$ cat src/rtl/haraka_perm_ctrl.sv
// ============================================================================
//  Module   : haraka_perm_ctrl
//  Purpose  : Iterative sequencer for the Haraka-512 round datapath
//             (load, AES steps, MIX, optional feed-forward, hold result).
//  Revision : 1.0  initial release
// ============================================================================
`default_nettype none

module haraka_perm_ctrl #(
    parameter int ROUNDS        = 5,
    parameter int AES_PER_ROUND = 2,
    parameter int RC_W          = 6
) (
    input  logic            clk,
    input  logic            rst,
    input  logic            in_valid,
    output logic            in_ready,
    input  logic            in_ff_en,
    output logic            out_valid,
    input  logic            out_ready,
    output logic            dp_load,
    output logic            dp_aes_en,
    output logic [RC_W-1:0] dp_rc_base,
    output logic            dp_mix_en,
    output logic            dp_ff_en,
    output logic            busy,
    output logic [15:0]     perm_count
);

    localparam int R_W = (ROUNDS > 1) ? $clog2(ROUNDS) : 1;
    localparam int S_W = (AES_PER_ROUND > 1) ? $clog2(AES_PER_ROUND) : 1;
    localparam logic [R_W-1:0] R_LAST = R_W'(ROUNDS - 1);
    localparam logic [S_W-1:0] S_LAST = S_W'(AES_PER_ROUND - 1);

    typedef enum logic [2:0] {
        IDLE = 3'd0,
        AES  = 3'd1,
        MIX  = 3'd2,
        FF   = 3'd3,
        DONE = 3'd4
    } state_t;

    state_t          state_q, state_d;
    logic [R_W-1:0]  r_q, r_d;
    logic [S_W-1:0]  s_q, s_d;
    logic            ff_q, ff_d;
    logic [15:0]     cnt_q, cnt_d;

    logic            aes_q, aes_d;
    logic            mix_q, mix_d;
    logic            ffen_q, ffen_d;
    logic            ov_q, ov_d;
    logic            busy_q, busy_d;
    logic [RC_W-1:0] rc_q, rc_d;

    always_comb begin
        state_d = state_q;
        r_d     = r_q;
        s_d     = s_q;
        ff_d    = ff_q;
        cnt_d   = cnt_q;

        case (state_q)
            IDLE: begin
                if (in_valid) begin
                    state_d = AES;
                    r_d     = '0;
                    s_d     = '0;
                    ff_d    = in_ff_en;
                end
            end
            AES: begin
                if (s_q == S_LAST) begin
                    s_d     = '0;
                    state_d = MIX;
                end else begin
                    s_d = s_q + 1'b1;
                end
            end
            MIX: begin
                if (r_q == R_LAST) begin
                    state_d = ff_q ? FF : DONE;
                end else begin
                    r_d     = r_q + 1'b1;
                    state_d = AES;
                end
            end
            FF: state_d = DONE;
            DONE: begin
                if (out_ready) begin
                    state_d = IDLE;
                    if (cnt_q != 16'hFFFF) begin
                        cnt_d = cnt_q + 16'd1;
                    end
                end
            end
            default: state_d = IDLE;
        endcase

        // Outputs are precomputed from the next state so they leave flops
        // aligned with the state they describe.
        aes_d  = (state_d == AES);
        mix_d  = (state_d == MIX);
        ffen_d = (state_d == FF);
        ov_d   = (state_d == DONE);
        busy_d = (state_d != IDLE);
        rc_d   = '0;
        if (state_d == AES) begin
            rc_d = RC_W'(4 * (AES_PER_ROUND * int'(r_d) + int'(s_d)));
        end
    end

    always_ff @(posedge clk or posedge rst) begin
        if (rst) begin
            state_q <= IDLE;
            r_q     <= '0;
            s_q     <= '0;
            ff_q    <= 1'b0;
            cnt_q   <= '0;
            aes_q   <= 1'b0;
            mix_q   <= 1'b0;
            ffen_q  <= 1'b0;
            ov_q    <= 1'b0;
            busy_q  <= 1'b0;
            rc_q    <= '0;
        end else begin
            state_q <= state_d;
            r_q     <= r_d;
            s_q     <= s_d;
            ff_q    <= ff_d;
            cnt_q   <= cnt_d;
            aes_q   <= aes_d;
            mix_q   <= mix_d;
            ffen_q  <= ffen_d;
            ov_q    <= ov_d;
            busy_q  <= busy_d;
            rc_q    <= rc_d;
        end
    end

    assign in_ready   = (state_q == IDLE);
    assign dp_load    = in_valid & in_ready;
    assign dp_aes_en  = aes_q;
    assign dp_mix_en  = mix_q;
    assign dp_ff_en   = ffen_q;
    assign dp_rc_base = rc_q;
    assign out_valid  = ov_q;
    assign busy       = busy_q;
    assign perm_count = cnt_q;

endmodule

`default_nettype wire
$ cat config.mk
export PLATFORM = sky130hd
export DESIGN_NAME = haraka_perm_ctrl
export DESIGN_NICKNAME = d
export VERILOG_FILES = /design/src/rtl/haraka_perm_ctrl.sv
export SDC_FILE = /design/constraint.sdc
export NUM_CORES = 1
export LEC_CHECK = 0
export CAP_MARGIN = 40
export CELL_PAD_IN_SITES_DETAIL_PLACEMENT = 1
export CELL_PAD_IN_SITES_GLOBAL_PLACEMENT = 1
export CORE_ASPECT_RATIO = 1.5
export CORE_UTILIZATION = 39
export DETAILED_ROUTE_END_ITERATION = 10
export PLACE_DENSITY_LB_ADDON = 0.1
export SYNTH_ARGS = -nofsm -noshare
export SYNTH_HDL_FRONTEND = slang
export SYNTH_SLANG_ARGS = --single-unit
$ cat constraint.sdc
create_clock -name clk -period 2.45 [get_ports clk]
set_input_delay 0.49 -clock clk [delete_from_list [all_inputs] [get_ports clk]]
set_output_delay 0.49 -clock clk [all_outputs]
set_load 0.05 [all_outputs]
# After elaboration in Yosys (flattened, before gate mapping)
# Cells that the tools add are included.
[word_totals]
output_inout_bits = 29
inputBits = 5
word_cells = 43
register_bits = 35
[classes]
add_sub_neg = 4
n_reduce_logical = 4
eq_ne = 10
muxes = 13
bitwise_logic = 1
[op_table]
columns = ["operator", "count"]
rows = [
  ["$mux 3", 7],
  ["$add 16x1->16 const B", 1],
  ["$ne 16x16->1 const B", 1],
  ["$pmux 3 s5", 1],
  ["$eq 3x2->1 const B", 4],
  ["$eq 3x3->1 const B", 3],
  ["$eq 3x1->1 const B", 2],
  ["$mux 6", 1],
  ["$pmux 3 s2", 1],
  ["$add 4x1->4", 1],
  ["$add 3x1->3 const B", 1],
  ["$logic_not 3->1", 1],
  ["$reduce_and 3->1", 1],
  ["$reduce_bool 3->1", 1],
  ["$mux 1", 2],
  ["$pmux 1 s2", 1],
  ["$reduce_and 2->1", 1],
  ["$add 1x1->1 const B", 1],
  ["$and 1x1->1", 1],
]

# Longest topological paths before layout
# Gate-level depths: netlist (run 1).
[logic_depth]
word_depth = 5
mapped_depth = 6
depth_no_buf = 6

# Worst setup path after synthesis (run 1)
# OpenSTA, ideal clock, no wires.
[synth_path]
kind = "reg2reg"
from = "reg cnt_q[0], in the netlist perm_count[0]"
to = "reg cnt_q[6], in the netlist perm_count[6]"
path_buffers = 0
setup_slack_ns = 0.282
t_arrival_ns = 2.020
setup_time_ns = 0.148
synth_period_minus_slack_ns = 2.168
path_stages_with_launch = 6
required_time_ns = 2.302
cell_sequence = "dfrtp_1 > ha_1 > nand4_4 > or4_1 > and3_1 > xor2_1"
[synth_via]
elab_chain_len = 2
word_cells_on_any_way = 3
cone_classes = "add/sub: 1; eq/ne: 1; reduce/logical: 1"
[synth_lines]
columns = ["element", "line", "rtl"]
rows = [
  ["from (decl)", "47", "logic [15:0] cnt_q, cnt_d;"],
  ["from (signal assigned)", "131", "cnt_q <= cnt_d;"],
  ["parallel branches: the longest is 2 deep, another holds $add 16x1->16", "-", ""],
]
# Parallel ways; which one is timed is not known.
# A chain may end at the register's enable or synchronous reset.

# Worst setup path after layout (run 1)
[layout_path]
from = "reg state_q[2]"
to = "out in_ready"
[layout_via]
elab_chain_len = 1
[layout_lines]
columns = ["element", "line", "rtl"]
rows = [
  ["from (decl)", "43", "state_t state_q, state_d;"],
  ["from (signal assigned)", "127", "state_q <= state_d;"],
  ["$logic_not 3->1", "141", "assign in_ready = (state_q == IDLE);"],
  ["to (decl)", "17", "output logic in_ready,"],
]
# No other way between the ends.

==> parameters.txt, run 1 <==
Parameter                              Value

Cells and area
  Total inserted antenna cells    0
  Count of nets after finishing    182
  Layout Area Growth over Synthesis    28.70%
  Cell Count, Final, Fillers Out    220
  Layout filler cell count    approximately 420
  Fin area    slightly above 2000 um^2
  Register cell area after layout    825.8 um^2
  Post-layout util    between 50 and 60%
  Area used by multi-input combinational logic    approximately 700 um^2
  Share of cells above drive strength 1    12.57%

Clock network
  Clock Tree Buf Depth    2
  Total clock buffers created by CTS    5
  Sink count of the clock tree    33
  CTS tree    done
  Deepest level of the CTS H-tree    2
  Post-cts repair resize count    0
  Clock network latency to the later pin of the worst-skew pair    0.28 ns
  CTS clk-pin slew, worst paths    approximately 0.060 ns
  Clock root buffer    clkbuf_8
  Total of hold buffers inserted after clock tree synthesis    0
  Number of buffers added for setup after CTS    0

Global route
  Maximum number of pins on one net before global-route repair    34
  Total routing usage reported by global routing    a little under a fifth
  Via count of the first global-routing pass    1252
  Number of antenna violations at the first check in global routing    0
  Final global-route overflow total    0
  Wire length of the first global-routing pass    about 5700 um

Routing
  Routed wire per std cell    15.37 um
  Vias after detailed routing    1175
  First-pass DRT Iterations    4
  Via/cell ratio    ~5.3
  Remaining antenna violation count    0
  Drc violations    0
  Aggregate routed wire length    roughly 3400 um
  First-iteration detailed-routing DRC count    19

Power and ir drop
  Overall power after layout    about 2.3 mW
  P_leak    about 0.95 nW
  Power density over cell area    around 1100 nW/um^2
  Worst VDD drop    between 0.7 and 0.8 mV

Placement
  Pre-CTS WS    between 0.2 and 0.3 ns
  Placed cell count    ~210
  Port buffer count    31
  Placed instance area    a little under 2000 um^2
  DP HPWL    roughly 2600 um
  Final weighted congestion in routability-driven placement    0.7497

Setup path
  Crit path buf inv count    1
  Worst path cell trace    nor3_1 > clkdlybuf4s50_1
  Kind of end point of the critical path    output port
  Type of element launching the critical path    register
  Data arrival, critical path    1.84 ns
  Dominant delay contributor by cell family on the critical path    buffers and inverters
  Crit path largest cell delay    roughly 0.83 ns
  Required time worst endpoint    1.96 ns
  Critical setup path kind    register to output port
  Slowest-stage cell, CP    clkdlybuf4s50_1
  Critical-path maximum fanout    9

Synthesis
  Post-synthesis average cell area    about 12 um^2
  Largest cells by area after synthesis    dfrtp_1 (51%), xnor2_1 (3.8%), xor2_1 (2.7%), nand4_4 (2.6%), nor4_4 (2.6%)
  Predominant post-synthesis flop cell    dfrtp_1
  Post-synthesis instance area    1613 um^2
  Leading post-synthesis cells by instance count    dfrtp_1 (33), nand2_1 (7), o21ai_0 (7), xnor2_1 (7)
  Fraction of the yosys area taken by sequential cells    between 50% and 60%
  Post-synth cell types    45
  Area fraction of the dominant cell type after synthesis    between 50% and 60%
  Synthesized netlist cell count    roughly 140
  Count leader, synth    dfrtp_1
  Share of synthesized flip-flops with an asynchronous set or reset    100.0%
  Post-synth EDFFs    0
  YS warnings    0
  Post-synth top area cell    dfrtp_1
  FF+latch count, synth    33

Floorplanning
  Total Die Area    between 4000 and 5000 um^2
  Horizontal die dimension    roughly 55 um
  Rows    28
  Placeable Area    approximately 4000 um^2
  # IOs    34
  Initial standard-cell utilization of the core    between 40% and 50%
  Vertical die dimension    approximately 81 um

Timing
  Number of endpoints failing setup at the final stage    0
  Clock tree skew after final layout    ~0.0064 ns
  Post-layout worst setup margin    around 0.12 ns
  Timing-limited maximum frequency    around 430 MHz
  Setup repair after global routing missed its margin    no
  Headroom to the max-slew limit    about two thirds
  Transition at the pin with the smallest max-transition slack    about 0.51 ns
  Number of hold violations in the final report    0
  Max-slew violations    0
  Setup TNS Final    0 ns
  Min Hold Slack    about 0.53 ns
  Final worst path period share    roughly 95%
  Final min period    2.326 ns

Run
  Count of max-cap constraint violations    0

Worst hold path
  Classification of the worst-slack hold path    register to register

Outcome
  Result of the run    finished clean
state kept, by name, indices dropped and copies added, names as in the netlist:
name,count
dp_rc_base,4
state_q,3
out_valid,1
dp_ff_en,1
perm_count,16
r_q,3
busy,1
ff_q,1
s_q,1
dp_mix_en,1
dp_aes_en,1
area by class of cell:
class / instances / area share [%]
clock inverter: 1 / 1.447
multi-input combinational: 95 / 34.66
sequential: 33 / 39.78
inverter: 6 / 1.085
tap: 45 / 2.712
timing repair buffer: 33 / 16.15
clock buffer: 7 / 4.159
cell families after synthesis:
logic type,after synthesis,share of synthesized area (%)
AND/OR/NAND/NOR,55,24.75
flip-flops,33,51.20
AO/OA/AOI/OAI,21,9.155
XOR/XNOR,12,6.517
buffers and inverters,12,4.422
adder cells (fa/ha/maj),3,2.328
multiplexers,2,1.396
other,1,0.2325
routing by layer:
metal | GRT usage, % | vias to the layer above | part of all wire (%)
met2 | 32.44 | 22 | 56
met1 | 19.52 | 589 | 39
met5 | 0 | - | 0
met4 | 9.231 | 0 | 2.2
li1 | - | 557 | -
met3 | 4.494 | 7 | 2.9
layout by cell type, fill, tap and decap left out, types with 5 or more instances in the layout:
cell type	count
xnor2_1	7
nor2_1	5
nand2_1	7
nand3_1	6
o21ai_0	7
clkbuf_8	6
xor2_1	5
nor3_1	5
inv_1	6
clkdlybuf4s50_1	30
dfrtp_1	33
report_power, final:
part / internal [mW] / switching [mW]
Clock: 0.331 / 0.195
Combinational: 0.365 / 0.588
Sequential: 0.671 / 0.134
Total: 1.37 / 0.917
final timing paths:
path,startpoint,to,slack [ns],depth (start not counted)
max,state_q[2],in_ready,0.12,2
min in group asynchronous,rst,perm_count[11],0.59,3
min reg2reg,perm_count[0],perm_count[0],0.53,1
min,perm_count[0],perm_count[0],0.53,1
max in group asynchronous,rst,perm_count[3],1.55,3
max reg2reg,perm_count[0],perm_count[6],0.54,5
(Power assumes the default switching activity.)
==> run 2: changes to the inputs <==
--- a/config.mk
+++ b/config.mk
@@ -5,13 +5,13 @@
 export SDC_FILE = /design/constraint.sdc
 export NUM_CORES = 1
 export LEC_CHECK = 0
-export CAP_MARGIN = 40
+export CAP_MARGIN = 20
 export CELL_PAD_IN_SITES_DETAIL_PLACEMENT = 1
 export CELL_PAD_IN_SITES_GLOBAL_PLACEMENT = 1
 export CORE_ASPECT_RATIO = 1.5
 export CORE_UTILIZATION = 39
 export DETAILED_ROUTE_END_ITERATION = 10
-export PLACE_DENSITY_LB_ADDON = 0.1
+export PLACE_DENSITY_LB_ADDON = 0.12
 export SYNTH_ARGS = -nofsm -noshare
 export SYNTH_HDL_FRONTEND = slang
 export SYNTH_SLANG_ARGS = --single-unit
==> parameters.txt, run 2 (synthesized netlist as in run 1, its figures left out) <==
Parameter                              Value

Outcome
  Result of the run    finished clean (unchanged)

Power and ir drop
  Power share of the combinational group    43.9% (was 41.7%)
  Power density over cell area    1107 nW/um^2 (was 1100 nW/um^2)
  Psw    0.9278 mW (was 0.9171 mW)
  Fraction of power spent switching nets    40.07% (was 40.15%)
  Cell internal power dissipation    1.388 mW (was 1.367 mW)
  P_leak    0.9612 nW (was 0.9510 nW)
  Part of the power in the clock network    22.9% (was 23.0%)
  Fraction of power consumed by sequential logic    33.2% (was 35.2%)
  Worst VDD drop    0.8480 mV (was 0.7673 mV)

Timing
  Final worst path period share    92.53% (was 94.92%)
  Final min period    2.267 ns (was 2.326 ns)
  Setup TNS Final    0 ns (unchanged)
  Timing-limited maximum frequency    441.1 MHz (was 430.0 MHz)
  Number of endpoints failing setup at the final stage    0 (unchanged)
  Clock tree skew after final layout    0.005568 ns (was 0.006405 ns)
  Transition at the pin with the smallest max-transition slack    0.5284 ns (was 0.5115 ns)
  Post-layout worst setup margin    0.1831 ns (was 0.1243 ns)
  Max-slew violations    0 (unchanged)
  Setup repair after global routing missed its margin    no (unchanged)
  Number of hold violations in the final report    0 (unchanged)
  Headroom to the max-slew limit    64.66% (was 65.76%)

Global route
  Maximum number of pins on one net before global-route repair    34 (unchanged)
  Total routing usage reported by global routing    18.97% (was 18.45%)
  Via count of the first global-routing pass    1240 (was 1252)
  Wire length of the first global-routing pass    5802 um (was 5678 um)
  Number of antenna violations at the first check in global routing    0 (unchanged)
  Final global-route overflow total    0 (unchanged)

Routing
  First-pass DRT Iterations    2 (was 4)
  First-iteration detailed-routing DRC count    2 (was 19)
  Aggregate routed wire length    3573 um (was 3381 um)
  Drc violations    0 (unchanged)
  Remaining antenna violation count    0 (unchanged)
  Via/cell ratio    5.311 (was 5.341)
  Vias after detailed routing    1179 (was 1175)
  Routed wire per std cell    16.09 um (was 15.37 um)

Run
  Count of max-cap constraint violations    0 (unchanged)

Placement
  Pre-CTS WS    0.3170 ns (was 0.2771 ns)
  Port buffer count    31 (unchanged)
  Final weighted congestion in routability-driven placement    0.8224 (was 0.7497)
  Placed cell count    214 (was 212)
  Placed instance area    1974 um^2 (was 1959 um^2)
  DP HPWL    2683 um (was 2599 um)

Clock network
  Post-cts repair resize count    0 (unchanged)
  Total of hold buffers inserted after clock tree synthesis    0 (unchanged)
  Clock network latency to the later pin of the worst-skew pair    0.28 ns (about the same)
  Total clock buffers created by CTS    5 (unchanged)
  Clock Tree Buf Depth    2 (unchanged)
  Deepest level of the CTS H-tree    2 (unchanged)
  Sink count of the clock tree    33 (unchanged)
  CTS tree    done (unchanged)
  CTS clk-pin slew, worst paths    0.07 ns (was 0.06 ns)
  Clock root buffer    clkbuf_8 (unchanged)
  Number of buffers added for setup after CTS    0 (unchanged)

Worst hold path
  Classification of the worst-slack hold path    register to register (unchanged)

Cells and area
  Flip-flop count of the largest register after layout    16 (unchanged)
  Fin area    2091 um^2 (was 2076 um^2)
  Top library cells by usage in the layout, fill and taps aside    dfrtp_1 (33), clkdlybuf4s50_1 (30), nand2_1 (7), xnor2_1 (7), o21ai_0 (7) (unchanged)
  Count of nets after finishing    184 (was 182)
  Total inserted antenna cells    0 (unchanged)
  Post-layout util    52.81% (was 52.43%)
  Most common cell after layout, fill and taps aside    dfrtp_1 (unchanged)
  Layout Area Growth over Synthesis    29.64% (was 28.70%)
  Cell Count, Final, Fillers Out    222 (was 220)
  Share of cells above drive strength 1    13.56% (was 12.57%)

Floorplanning
  Initial standard-cell utilization of the core    40.74% (unchanged)
  Total Die Area    4402 um^2 (unchanged)
  # IOs    34 (unchanged)
  Rows    28 (unchanged)
  Placeable Area    3959 um^2 (unchanged)
  Vertical die dimension    80.76 um (unchanged)
  Horizontal die dimension    54.51 um (unchanged)

Setup path
  Critical setup path kind    register to output port (unchanged)
  Kind of end point of the critical path    output port (unchanged)
  Data arrival, critical path    1.78 ns (was 1.84 ns)
  Critical-path maximum fanout    9 (unchanged)
  Required time worst endpoint    1.96 ns (about the same)
  Type of element launching the critical path    register (unchanged)
run 2: cell count changes in the layout (fill, tap and decap cells not counted):
cell   delta
buf_4     +2
run 2: through the flow:
step                      total power [mW]  hold WS, ns
final                                2.315       0.5230
after floorplan                      1.490       0.4921
after global placement               1.773       0.5037
after CTS                            2.343       0.5296
after detailed placement             1.807       0.5151
after global routing                 2.446       0.5582
run 2: area by class of cell:
| cell class | instances | area, um^2 |
|---|---|---|
| tap | 45 | 56.30 |
| timing repair buffer | 35 | 350.3 |
| clock buffer | 7 | 86.33 |
| sequential | 33 | 825.8 |
| inverter | 6 | 22.52 |
| multi-input combinational | 95 | 719.4 |
| clock inverter | 1 | 30.03 |
| fill | 439 | 1868 |
run 2: layer usage:
metal | global-route usage, % | part of all wire (%) | vias to the layer above | routed length, um
met3 | 3.933 | 2.5 | 5 | 89
met5 | 0 | 0 | - | 0
met2 | 34.39 | 58 | 18 | 2072
met4 | 9.231 | 2.0 | 0 | 72
li1 | - | - | 565 | -
met1 | 19.62 | 37 | 591 | 1339
run 2: critical path, stage by stage (launching register included):
cell             delay [ns]
dfrtp_1                0.49
nor3_1                 0.18
clkdlybuf4s50_1        0.83
run 2: path summary, 6_finish.rpt:
kind,from,endpoint,slack (ns),cells past startpoint
max,state_q[1],in_ready,0.18,2
min,perm_count[11],perm_count[11],0.52,1
max reg2reg,perm_count[0],perm_count[6],0.53,5
min reg2reg,perm_count[11],perm_count[11],0.52,1
max in group asynchronous,rst,perm_count[3],1.54,3
min in group asynchronous,rst,perm_count[6],0.61,3
run 2: power by group through the flow:
stage	Clock, mW	Sequential (mW)	Combinational, mW
after global routing	0.569	0.786	1.09
after global placement	0	0.772	1.00
after CTS	0.543	0.771	1.03
after floorplan	0	0.993	0.497
after detailed placement	0	0.781	1.03
final	0.529	0.769	1.02
